===== config.mk =====
export PLATFORM = sky130hd
export DESIGN_NAME = uart_sdram_bridge
export DESIGN_NICKNAME = d
export VERILOG_FILES = /design/src/rtl/uart_sdram_bridge.sv
export SDC_FILE = /design/constraint.sdc
export NUM_CORES = 1
export LEC_CHECK = 0
export CORE_ASPECT_RATIO = 1.4
export CORE_UTILIZATION = 60
export DETAILED_ROUTE_END_ITERATION = 16
export PLACE_DENSITY = 0.95
export SLEW_MARGIN = 0
export SYNTH_ARGS = -nofsm -noshare
export SYNTH_HDL_FRONTEND = slang
export SYNTH_SLANG_ARGS = --single-unit

===== constraint.sdc =====
create_clock -name clk_100MHz -period 5.3 [get_ports clk_100MHz]
set_input_delay 1.06 -clock clk_100MHz [delete_from_list [all_inputs] [get_ports clk_100MHz]]
set_output_delay 1.06 -clock clk_100MHz [all_outputs]
set_load 0.005 [all_outputs]

===== src/rtl/uart_sdram_bridge.sv =====
`default_nettype none
// uart_sdram_bridge: decodes 'R' + 24-bit address frames from a UART, reads one
// SDRAM word and returns it high byte first; failures answer 0x3F or 0xEE.
module uart_sdram_bridge #(
    parameter int unsigned RD_TIMEOUT   = 255,
    parameter int unsigned BYTE_TIMEOUT = 1000000
) (
    input  logic        clk_100MHz,
    input  logic        rst_n,
    input  logic [7:0]  rx_data,
    input  logic        rx_valid,
    output logic [7:0]  tx_data,
    output logic        tx_start,
    input  logic        tx_busy,
    output logic [23:0] addr,
    output logic        rd_req,
    input  logic [15:0] rd_data,
    input  logic        rd_ready,
    output logic        busy,
    output logic        err
);

    localparam logic [31:0] C_BYTE_LAST = 32'(BYTE_TIMEOUT - 1);
    localparam logic [31:0] C_RD_LAST   = 32'(RD_TIMEOUT - 1);
    localparam logic [7:0]  C_CMD_READ  = 8'h52;
    localparam logic [7:0]  C_ERR_CMD   = 8'h3F;
    localparam logic [7:0]  C_ERR_RD    = 8'hEE;

    typedef enum logic [2:0] {
        IDLE   = 3'd0,
        ADDR   = 3'd1,
        REQ    = 3'd2,
        TX_HI  = 3'd3,
        TX_LO  = 3'd4,
        TX_ERR = 3'd5
    } state_t;

    // Transmit phases: wait for idle line, guard cycle, wait for frame done.
    typedef enum logic [1:0] {
        PH_START = 2'd0,
        PH_GUARD = 2'd1,
        PH_DRAIN = 2'd2
    } tx_ph_t;

    state_t      state_q, state_d;
    tx_ph_t      tx_ph_q, tx_ph_d;
    logic [1:0]  cnt_q, cnt_d;
    logic [15:0] shift_q, shift_d;
    logic [23:0] addr_q, addr_d;
    logic        rd_req_q, rd_req_d;
    logic [15:0] hold_q, hold_d;
    logic [7:0]  tx_data_q, tx_data_d;
    logic [31:0] timer_q, timer_d;
    logic        err_q, err_d;
    logic        busy_q;
    logic        in_tx;

    assign in_tx    = (state_q == TX_HI) || (state_q == TX_LO) || (state_q == TX_ERR);
    assign tx_start = in_tx && (tx_ph_q == PH_START) && !tx_busy;

    assign tx_data = tx_data_q;
    assign addr    = addr_q;
    assign rd_req  = rd_req_q;
    assign busy    = busy_q;
    assign err     = err_q;

    always_ff @(posedge clk_100MHz or negedge rst_n) begin
        if (!rst_n) begin
            state_q   <= IDLE;
            tx_ph_q   <= PH_START;
            cnt_q     <= 2'd0;
            shift_q   <= 16'd0;
            addr_q    <= 24'd0;
            rd_req_q  <= 1'b0;
            hold_q    <= 16'd0;
            tx_data_q <= 8'd0;
            timer_q   <= 32'd0;
            err_q     <= 1'b0;
            busy_q    <= 1'b0;
        end else begin
            state_q   <= state_d;
            tx_ph_q   <= tx_ph_d;
            cnt_q     <= cnt_d;
            shift_q   <= shift_d;
            addr_q    <= addr_d;
            rd_req_q  <= rd_req_d;
            hold_q    <= hold_d;
            tx_data_q <= tx_data_d;
            timer_q   <= timer_d;
            err_q     <= err_d;
            busy_q    <= (state_d != IDLE);
        end
    end

    always_comb begin
        state_d   = state_q;
        tx_ph_d   = tx_ph_q;
        cnt_d     = cnt_q;
        shift_d   = shift_q;
        addr_d    = addr_q;
        rd_req_d  = rd_req_q;
        hold_d    = hold_q;
        tx_data_d = tx_data_q;
        timer_d   = timer_q;
        err_d     = 1'b0;

        case (state_q)
            IDLE: begin
                if (rx_valid) begin
                    if (rx_data == C_CMD_READ) begin
                        cnt_d   = 2'd0;
                        timer_d = 32'd0;
                        state_d = ADDR;
                    end else begin
                        err_d     = 1'b1;
                        tx_data_d = C_ERR_CMD;
                        tx_ph_d   = PH_START;
                        state_d   = TX_ERR;
                    end
                end
            end

            ADDR: begin
                // Expiry wins over a byte arriving in the same cycle.
                if (timer_q == C_BYTE_LAST) begin
                    err_d   = 1'b1;
                    state_d = IDLE;
                end else if (rx_valid) begin
                    shift_d = {shift_q[7:0], rx_data};
                    cnt_d   = cnt_q + 2'd1;
                    timer_d = 32'd0;
                    if (cnt_q == 2'd2) begin
                        addr_d   = {shift_q, rx_data};
                        rd_req_d = 1'b1;
                        state_d  = REQ;
                    end
                end else begin
                    timer_d = timer_q + 32'd1;
                end
            end

            REQ: begin
                err_d = rx_valid;
                if (rd_ready) begin
                    hold_d    = rd_data;
                    tx_data_d = rd_data[15:8];
                    rd_req_d  = 1'b0;
                    tx_ph_d   = PH_START;
                    state_d   = TX_HI;
                end else if (timer_q == C_RD_LAST) begin
                    rd_req_d  = 1'b0;
                    err_d     = 1'b1;
                    tx_data_d = C_ERR_RD;
                    tx_ph_d   = PH_START;
                    state_d   = TX_ERR;
                end else begin
                    timer_d = timer_q + 32'd1;
                end
            end

            TX_HI, TX_LO, TX_ERR: begin
                err_d = rx_valid;
                case (tx_ph_q)
                    PH_START: if (!tx_busy) tx_ph_d = PH_GUARD;
                    PH_GUARD: tx_ph_d = PH_DRAIN;
                    default: begin
                        if (!tx_busy) begin
                            tx_ph_d = PH_START;
                            if (state_q == TX_HI) begin
                                tx_data_d = hold_q[7:0];
                                state_d   = TX_LO;
                            end else begin
                                state_d = IDLE;
                            end
                        end
                    end
                endcase
            end

            default: state_d = IDLE;
        endcase
    end

endmodule
`default_nettype wire


==> run metrics <==
HP Class=reg2reg; number of max-cap violations=0; drt wl/cell=19.4 um; Synth Flop Type=dfrtp_1; top post-synthesis cells by area=dfrtp_1 (49%), mux2_2 (11%), o21ai_0 (3.5%), o31ai_1 (3.3%), nand2_1 (2.4%); Synth top area share=0.495; reg-to-reg critical path startpoint=timer_q[23]; total power=2.72 mW; Worst setup EP type=output port; DR vias/cell=6.66; H-tree depth=3; # IOs=65; IO Port Bufs=64; initial antenna violation count=0; final core utilization=0.734; PostCTS Resize Cnt=0; Residual DRC=0; Hold-fix buffers, CTS=0; sequential area share after synthesis=0.495; final RePlAce weighted congestion=0.853; crit path from=state_q[1]; final critical-path required period=4.03 ns; GRT overflow=0; TritonCTS Buffers=9; Iter 0 DRT Violations=531; Worst R2R Setup Slack=1.84 ns; WP data required=4.24 ns; Die Y=110 um; pwr dens=470 nW/um^2; fmax=248 MHz; Routed met2 length=6370 um; Final Slew Violations=0; largest net degree at the start of global routing=54; RSZ-0062 raised after global routing=false; Slew Limit Headroom=0.236; met1 WL=4520 um; clock tree from TritonCTS=built; CP Capture Point=tx_start; vias in the first global route=3979; Die Wd=78.8 um; GRT Total Usage=0.293; Synth-to-Final Area Change=16.9%; final setup fails=0; final instance area=5790 sq um; Max clock buf depth=2; layout cells sized above 1=0.155; Crit Path Class=reg2out; Initial Util=0.628; Nets=544; status=finished clean; Least-Margin Pin Slew=1.15 ns; post-synthesis net count=495; Die ar.=8630 sq um; asr flop ratio synth=1.00; Yosys cell types=54; leak pwr=2.39 nW; Final Skew=0.00949 ns; Setup Buffers After CTS=0; final hold viol count=0; Worst VDD drop=0.280 mV; Startpoint Class=register; Worst Path Max Fanout=14; first-pass GRT wire length=19300 um; post-route ant nets=0; Seq cells post-synth=98; EDFF count, synth=0; Yosys top cell by area=dfrtp_1; CTS Root Cell=clkbuf_8; period utilization=0.760; reg2reg path depth=6; Setup TNS Final=0 ns; crit path DAT=2.97 ns; mapped cell area=4960 sq um; reg2reg end=timer_q[3]; clock sinks=98; vias=4095; HPWL after DPL=8280 um; core area=7890 sq um; worst skew pair latency=0.37 ns; Post-DP Area=5570 sq um; WL met3=665 um; Reg clk slew, reported paths=0.09 ns; DRT Wirelength=11900 um; # rows=38; Top Layer Used=met4; DRT Pass-1 Iters=5; YS warnings=0; diodes inserted=0; Synth Area per Inst=10.7 sq um; Post-Synthesis Cells=463
-- cell families (layout without fill, tap and decap cells) --
group,count (synthesis),after routing,synth area share
DFF,98,98,0.495
muxes,57,57,0.129
adders and majority gates,3,3,0.00757
buffers and inverters,37,89,0.0411
AOI/OAI and AO/OA,122,122,0.156
and+or+nand+nor,146,146,0.172
-- worst min-delay path by stage --
stage | from | endpoint | slack, ns | depth (start not counted)
floorplan | shift_q[10] | shift_q[10] | 0.46 | 1
global route | addr[10] | addr[10] | 0.52 | 1
CTS | shift_q[10] | shift_q[10] | 0.51 | 1
detailed placement | shift_q[10] | shift_q[10] | 0.48 | 1
global placement | shift_q[10] | shift_q[10] | 0.47 | 1
finish | shift_q[10] | shift_q[10] | 0.51 | 1
-- layer usage --
metal | track usage | up-vias
li1 | - | 1818
met1 | 0.349 | 2021
met2 | 0.519 | 215
met3 | 0.0548 | 41
met4 | 0.121 | 0
met5 | 0 | -
-- layout by cell type (no fill, tap or decap), drive strengths merged, types with 9 or more instances in the layout --
cell type and instances:
a21oi 22, a31oi 9, clkbuf 9, nand3 17, clkdlybuf4s50 63, mux2 56, nor2 28, dfrtp 98
o21ai 39, nor4 9, nor3 9, nand2 32, o31ai 22, inv 9
-- final cells by class --
type,count,area (sq um)
fill,490,2100
tap,100,125
multi-input combinational,328,2300
sequential,98,2450
inverter,9,33.8
timing repair buffer,66,653
clock buffer,9,124
clock inverter,5,105
-- cells in the mapped netlist (7+ instances only) --
cell,count
a21oi_1,22
a31oi_1,9
and3_1,7
clkbuf_1,13
dfrtp_1,98
inv_1,9
mux2_2,50
nand2_1,32
nand2b_1,7
nand3_1,17
nand4_1,7
nor2_1,28
nor2b_1,7
nor3_1,8
o21ai_0,35
o22ai_1,7
o31ai_1,22
-- worst max-delay path, cell delays in order, from the launching register on --
cell and delay, ns:
dfrtp_1 0.63, nor2b_1 0.76, a21oi_1 0.21, nor4_1 0.39
clkdlybuf4s50_1 0.60
-- sequential cells by signal (all words and copies together) (netlist names), 2 cells and up --
register  cells
timer_q      32
addr         24
shift_q      16
hold_q        8
tx_data       8
state_q       3
cnt_q         2
tx_ph_q       2
-- report_power, final --
group | leakage, nW | internal (mW) | switching, mW
clock network | 0.107 | 0.308 | 0.256
registers | 1.26 | 0.990 | 0.184
logic | 1.02 | 0.540 | 0.445
total | 2.39 | 1.84 | 0.885
-- per-stage QoR --
step | worst slack (ns) | hold WS (ns) | cells
after global placement | 1.08 | 0.468 | 601
after global routing | 1.06 | 0.519 | 615
final | 1.27 | 0.507 | 615
after detailed placement | 1.01 | 0.483 | 601
after floorplan | 2.52 | 0.459 | 463
after CTS | 1.37 | 0.505 | 615
(Power assumes the default switching activity.)
